--- src/rtl/ysyx_22050612_ifu.sv ---
// Instruction fetch unit: owns the PC, issues one instruction-memory read at a
// time and hands {inst, inst_pc, inst_fault} to decode over valid/ready.
// Redirects from execute replace the PC and mark any in-flight fetch stale;
// halt stops new fetches at the IDLE and HOLD exits.
module ysyx_22050612_ifu #(
    parameter logic [63:0] RESET_PC = 64'h0000_0000_8000_0000
) (
    input  logic        clk,
    input  logic        rst_n,
    input  logic        halt,
    input  logic        redirect_valid,
    input  logic [63:0] redirect_pc,
    output logic        imem_req_valid,
    input  logic        imem_req_ready,
    output logic [63:0] imem_req_addr,
    input  logic        imem_rsp_valid,
    input  logic [31:0] imem_rsp_data,
    input  logic        imem_rsp_err,
    output logic        inst_valid,
    input  logic        inst_ready,
    output logic [31:0] inst,
    output logic [63:0] inst_pc,
    output logic        inst_fault
);

    localparam int unsigned XLEN = 64;
    localparam int unsigned ILEN = 32;

    typedef enum logic [1:0] {
        S_IDLE = 2'd0,
        S_REQ  = 2'd1,
        S_WAIT = 2'd2,
        S_HOLD = 2'd3
    } state_t;

    // Payload presented to decode.
    typedef struct packed {
        logic [ILEN-1:0] inst;
        logic [XLEN-1:0] pc;
        logic            fault;
    } inst_pld_t;

    state_t          r_state;
    state_t          w_state_nxt;
    logic [XLEN-1:0] r_pc;
    logic [XLEN-1:0] w_pc_nxt;
    logic            r_drop;
    logic            w_drop_nxt;
    inst_pld_t       r_pld;
    inst_pld_t       w_pld_nxt;
    logic            r_req_valid;
    logic            w_req_valid_nxt;
    logic            r_inst_valid;
    logic            w_inst_valid_nxt;

    logic            w_accept;
    logic            w_misaligned;

    // A request is only ever presented for an aligned PC, so acceptance
    // needs the registered valid as well as ready.
    assign w_accept     = r_req_valid & imem_req_ready;
    assign w_misaligned = (r_pc[1:0] != 2'b00);

    // State, PC and payload registers; every output comes straight from here.
    always_ff @(posedge clk or negedge rst_n) begin
        if (!rst_n) begin
            r_state      <= S_IDLE;
            r_pc         <= RESET_PC;
            r_drop       <= 1'b0;
            r_pld        <= '0;
            r_req_valid  <= 1'b0;
            r_inst_valid <= 1'b0;
        end else begin
            r_state      <= w_state_nxt;
            r_pc         <= w_pc_nxt;
            r_drop       <= w_drop_nxt;
            r_pld        <= w_pld_nxt;
            r_req_valid  <= w_req_valid_nxt;
            r_inst_valid <= w_inst_valid_nxt;
        end
    end

    // Next-state, next-PC and payload selection; redirect takes priority in every state.
    always_comb begin
        w_state_nxt = r_state;
        w_pc_nxt    = r_pc;
        w_drop_nxt  = r_drop;
        w_pld_nxt   = r_pld;

        unique case (r_state)
            S_IDLE: begin
                if (redirect_valid) begin
                    w_pc_nxt    = redirect_pc;
                    w_state_nxt = S_REQ;
                end else if (!halt) begin
                    w_state_nxt = S_REQ;
                end
            end

            S_REQ: begin
                if (redirect_valid) begin
                    w_pc_nxt = redirect_pc;
                    if (w_accept) begin
                        // Old address already went out; its response is stale.
                        w_state_nxt = S_WAIT;
                        w_drop_nxt  = 1'b1;
                    end else begin
                        w_state_nxt = S_REQ;
                    end
                end else if (w_misaligned) begin
                    // Misaligned PC never reaches memory; report it as a fault.
                    w_pld_nxt.inst  = '0;
                    w_pld_nxt.pc    = r_pc;
                    w_pld_nxt.fault = 1'b1;
                    w_state_nxt     = S_HOLD;
                end else if (w_accept) begin
                    w_state_nxt = S_WAIT;
                end
            end

            S_WAIT: begin
                if (redirect_valid) begin
                    w_pc_nxt = redirect_pc;
                    if (imem_rsp_valid) begin
                        w_drop_nxt  = 1'b0;
                        w_state_nxt = S_REQ;
                    end else begin
                        w_drop_nxt  = 1'b1;
                    end
                end else if (imem_rsp_valid) begin
                    if (r_drop) begin
                        w_drop_nxt  = 1'b0;
                        w_state_nxt = halt ? S_IDLE : S_REQ;
                    end else begin
                        w_pld_nxt.inst  = imem_rsp_data;
                        w_pld_nxt.pc    = r_pc;
                        w_pld_nxt.fault = imem_rsp_err;
                        w_state_nxt     = S_HOLD;
                    end
                end
            end

            S_HOLD: begin
                if (redirect_valid) begin
                    // Held entry is retired without advancing the PC.
                    w_pc_nxt    = redirect_pc;
                    w_state_nxt = S_REQ;
                end else if (inst_ready) begin
                    w_pc_nxt    = r_pc + XLEN'(4);
                    w_state_nxt = halt ? S_IDLE : S_REQ;
                end
            end

            default: begin
                w_state_nxt = S_IDLE;
            end
        endcase
    end

    // Valid outputs are registered from the next state, so no input reaches them combinationally.
    always_comb begin
        w_req_valid_nxt  = 1'b0;
        w_inst_valid_nxt = 1'b0;
        if (w_state_nxt == S_REQ) begin
            w_req_valid_nxt = (w_pc_nxt[1:0] == 2'b00);
        end
        if (w_state_nxt == S_HOLD) begin
            w_inst_valid_nxt = 1'b1;
        end
    end

    assign imem_req_valid = r_req_valid;
    assign imem_req_addr  = r_pc;
    assign inst_valid     = r_inst_valid;
    assign inst           = r_pld.inst;
    assign inst_pc        = r_pld.pc;
    assign inst_fault     = r_pld.fault;

endmodule

--- config.mk ---
export PLATFORM = sky130hd
export DESIGN_NAME = ysyx_22050612_ifu
export DESIGN_NICKNAME = d
export VERILOG_FILES = /design/src/rtl/ysyx_22050612_ifu.sv
export SDC_FILE = /design/constraint.sdc
export NUM_CORES = 1
export LEC_CHECK = 0
export ABC_CLOCK_PERIOD_IN_PS = 3300
export CAP_MARGIN = 20
export CORE_MARGIN = 2
export CORE_UTILIZATION = 47
export CTS_CLUSTER_SIZE = 25
export DETAILED_ROUTE_END_ITERATION = 10
export GPL_TIMING_DRIVEN = 0
export PLACE_DENSITY = 0.81
export SLEW_MARGIN = 20
export SYNTH_ARGS = -nofsm -noshare
export SYNTH_HDL_FRONTEND = slang
export SYNTH_SLANG_ARGS = --single-unit
--- constraint.sdc ---
create_clock -name clk -period 3.3 [get_ports clk]
set_clock_uncertainty 0.2 [all_clocks]
set_input_delay 0.495 -clock clk [delete_from_list [all_inputs] [get_ports clk]]
set_output_delay 0.495 -clock clk [all_outputs]
set_load 0.01 [all_outputs]
==> flow_metrics.env, run 1 <==
export IMPL_final_cells=1388
export IMPL_io_pins=267
export IMPL_setup_viol=0
export IMPL_core_um2=17840
export IMPL_switchingPower_w=0.002582
export IMPL_track_usage_pct=28.26
export IMPL_path_buf_inv=5
export IMPL_outcome="finished, final reports clean"
export IMPL_chipWidth_um=138.4
export IMPL_path_class="input port to flip-flop"
export IMPL_max_freq_mhz=324.5
export IMPL_wl_um=26940
export IMPL_cts_buffers=17
export IMPL_syn_cell_area_um2=8491
export IMPL_grt_max_degree=64
export IMPL_rsz0062_at_grt="yes"
export IMPL_swShare_pct=31.66
export IMPL_fin_crit_ns=3.081
export IMPL_clockRootBuffer="clkbuf_16"
export IMPL_max_vdd_ir_drop_mv=0.4023
export IMPL_stdcell_area_um2=12120
export IMPL_rows=49
export IMPL_p_leak_nw=5.065
export IMPL_rr_worst_depth=7
export IMPL_cp_depth=7
export IMPL_detail_route_wl_per_cell_um=19.41
export IMPL_synth_top_flop_cell="dfrtp_1"
export IMPL_dr_first_iter_drc_count=720
export IMPL_fin_nets=1250
export IMPL_synth_avg_cell_area_um2=9.907
export IMPL_cts_path_max_buffers=2
export IMPL_ys_warn_count=0
export IMPL_start_util_pct=47.59
export IMPL_placed_cell_area_um2=11500
export IMPL_htreeDepth=4
export IMPL_slew_viol_final=0
export IMPL_first_pass_iters=7
export IMPL_dpl_cell_count=1354
export IMPL_overflow=0
export IMPL_gp_congestion=0.9009
export IMPL_internal_power_w=0.005572
export IMPL_cp_max_fo=10
export IMPL_clkPwrFrac_pct=25.2
export IMPL_power_frac_comb_pct=37.5
export IMPL_seq_power_share_pct=37.3
export IMPL_timing_final_crit_share_pct=93.37
export IMPL_async_flop_share_pct=100.0
export IMPL_area_delta_synth_final_pct=42.72
export IMPL_cap_violations=0
export IMPL_crit_arrival_ns=3.25
export IMPL_synth_seq_cells=166
export IMPL_slew_headroom_pct=33.90
export IMPL_hpwlAfterDp_um=19730
export IMPL_hold_depth=2
export IMPL_drive_gt1_share_pct=17.18
export IMPL_setup_tns_final_ns=0
export IMPL_critPathTopFamily="buffers and inverters"
export IMPL_postRouteAntennaNets=0
export IMPL_insertion_delay_ns=0.44
export IMPL_crit_path_start_kind="input port"
export IMPL_synth_cells=857
export IMPL_chipHeight_um=138.4
export IMPL_worstHoldPathType="flip-flop to flip-flop"
export IMPL_drc_errors=0
export IMPL_grt_pass1_wl_um=42960
export IMPL_path_cells="clkdlybuf4s50_1 -> clkbuf_1 -> buf_1 -> clkbuf_1 -> clkbuf_1 -> nand2_1 -> nand3_1"
export IMPL_grt_pass1_vias=7870
export IMPL_ys_seq_area_share_pct=48.94
export IMPL_post_cts_buffers=0
export IMPL_fin_util_pct=67.92
export IMPL_slowest_stage="clkdlybuf4s50_1"
export IMPL_p_per_area_nw_per_um2=672.9
export IMPL_synth_edf_count=0
export IMPL_dieArea_um2=19160
export IMPL_synth_nets=962
export IMPL_hold_viol_final=0
export IMPL_path_clk_slew_ns=0.07
export IMPL_port_buffers=266
export IMPL_clock_sink_count=166
export IMPL_via_per_inst=5.738
export IMPL_cp_end_kind="flip-flop"
export IMPL_via_count=7965
export IMPL_worstPathRequired_ns=3.47
export IMPL_cts_tree="yes"
export IMPL_cpMostUsedCell="clkbuf_1"
export IMPL_antenna_found_initial=2
export IMPL_critPathMaxStageDelay_ns=0.52
export IMPL_worst_slew_pin_slew_ns=0.9824
export IMPL_ys_types=61
repair_timing:
action	4_1_cts	5_1_grt
endpoints found under the setup margin	0	13
gates resized for setup	0	1
hold buffers	1	0
endpoints found under the hold margin	44	0
power groups by stage:
stage	logic (W)	clock network, W	registers [W]
after floorplan	0.00120	0	0.00321
after global placement	0.00299	0	0.00304
after detailed placement	0.00306	0	0.00308
after CTS	0.00307	0.00208	0.00304
after global routing	0.00327	0.00215	0.00312
final	0.00306	0.00206	0.00304
Yosys cell counts (4+ instances only):
master	count	area, um2
or3_1	11	68.82
and2_1	5	31.28
nand2_1	103	386.6
o311ai_0	11	96.34
mux2_2	69	777.0
buf_1	4	15.01
nor3_1	13	65.06
inv_1	14	52.55
dfrtp_1	165	4129
a31oi_1	18	112.6
o31ai_1	5	37.54
nor2_1	42	157.7
buf_4	64	480.5
o21ai_0	74	370.4
and3_1	8	50.05
or4_1	9	67.56
clkbuf_1	30	112.6
nand4_1	28	175.2
o41ai_1	4	35.03
o211a_1	4	40.04
a21oi_1	5	25.02
xor2_1	12	105.1
nand3_1	71	355.3
nor4_1	12	75.07
xnor2_1	7	61.31
buf_2	12	60.06
o211ai_1	7	52.55
cell type report:
cell class / instances / area (um2)
timing repair buffer: 269 / 2733
clock buffer: 22 / 484.2
buffer: 113 / 683.2
clock inverter: 10 / 118.9
fill: 1437 / 5723
multi-input combinational: 564 / 3602
tap: 229 / 286.5
inverter: 14 / 52.55
sequential: 166 / 4155
antenna: 1 / 2.502
logic make-up after synthesis:
group / synth area share [%]
simple gates: 20.00
flops: 48.94
buf+inv: 8.665
xor+xnor: 1.960
compound gates: 10.91
fa+ha+maj: 0.1473
mux: 9.387
state kept, by name (all words and copies together), names as in the netlist:
signal and count:
r_drop 1, imem_req_valid 1, inst 32, inst_valid 1
inst_pc 64, imem_req_addr 64, inst_fault 1, r_state 2
stage by stage:
step / power, W / worst slack [ns] / hold WS [ns]
4_1_cts: 0.008194 / 0.1886 / 0.3013
5_1_grt: 0.008546 / -0.01336 / 0.3186
3_5_place_dp: 0.006132 / -0.2107 / 0.2171
2_1_floorplan: 0.004415 / 1.011 / -0.0005910
3_3_place_gp: 0.006030 / -5.479 / 0.2797
6_report: 0.008154 / 0.2188 / 0.2996
worst paths after layout:
kind	slack, ns	to	from
max	0.22	imem_req_addr[38]	redirect_valid
min	0.30	inst[25]	inst[25]
max reg2reg	0.23	imem_req_addr[22]	imem_req_addr[2]
min reg2reg	0.30	inst[25]	inst[25]
max in group asynchronous	1.90	inst[27]	rst_n
min in group asynchronous	0.35	inst_pc[29]	rst_n
routing by layer:
metal	track usage (%)	routed length (um)	share of wire, %
met2	46.64	13090	49
met4	9.667	689	2.6
met3	7.794	2450	9.1
met5	0	0	0
met1	36.09	10710	40
cells in the final DEF, fill, tap and decap left out, types with 4 or more instances in the layout:
cell	n
nor3_1	13
inv_1	14
and3_1	8
buf_2	12
clkbuf_8	4
buf_4	64
nand2_1	103
clkbuf_16	17
nand3_1	71
o41ai_1	4
a31oi_1	18
buf_1	4
dfrtp_1	165
xor2_1	12
or4_1	9
nor4_1	12
a21oi_1	5
clkdlybuf4s50_1	265
xnor2_1	7
o211ai_1	7
mux2_2	69
and2_1	5
o31ai_1	5
or3_1	11
o21ai_0	74
clkbuf_1	31
o311ai_0	11
nor2_1	41
o211a_1	4
nand4_1	28
worst register-to-register path: stages, from the launching register on:
cell	delay, ns
dfrtp_1	0.49
ha_1	0.22
nand3_1	0.35
nor3_2	0.58
nand3_1	0.31
buf_2	0.30
or4_1	0.48
nand3_1	0.09
Power figures use the tool's default switching activity.
==> run 2, diff against run 1 <==
ABC_CLOCK_PERIOD_IN_PS = not set   (was 3300)
==> results of run 2 <==
No change in the layout: final DEF, timing and power equal those of run 1.
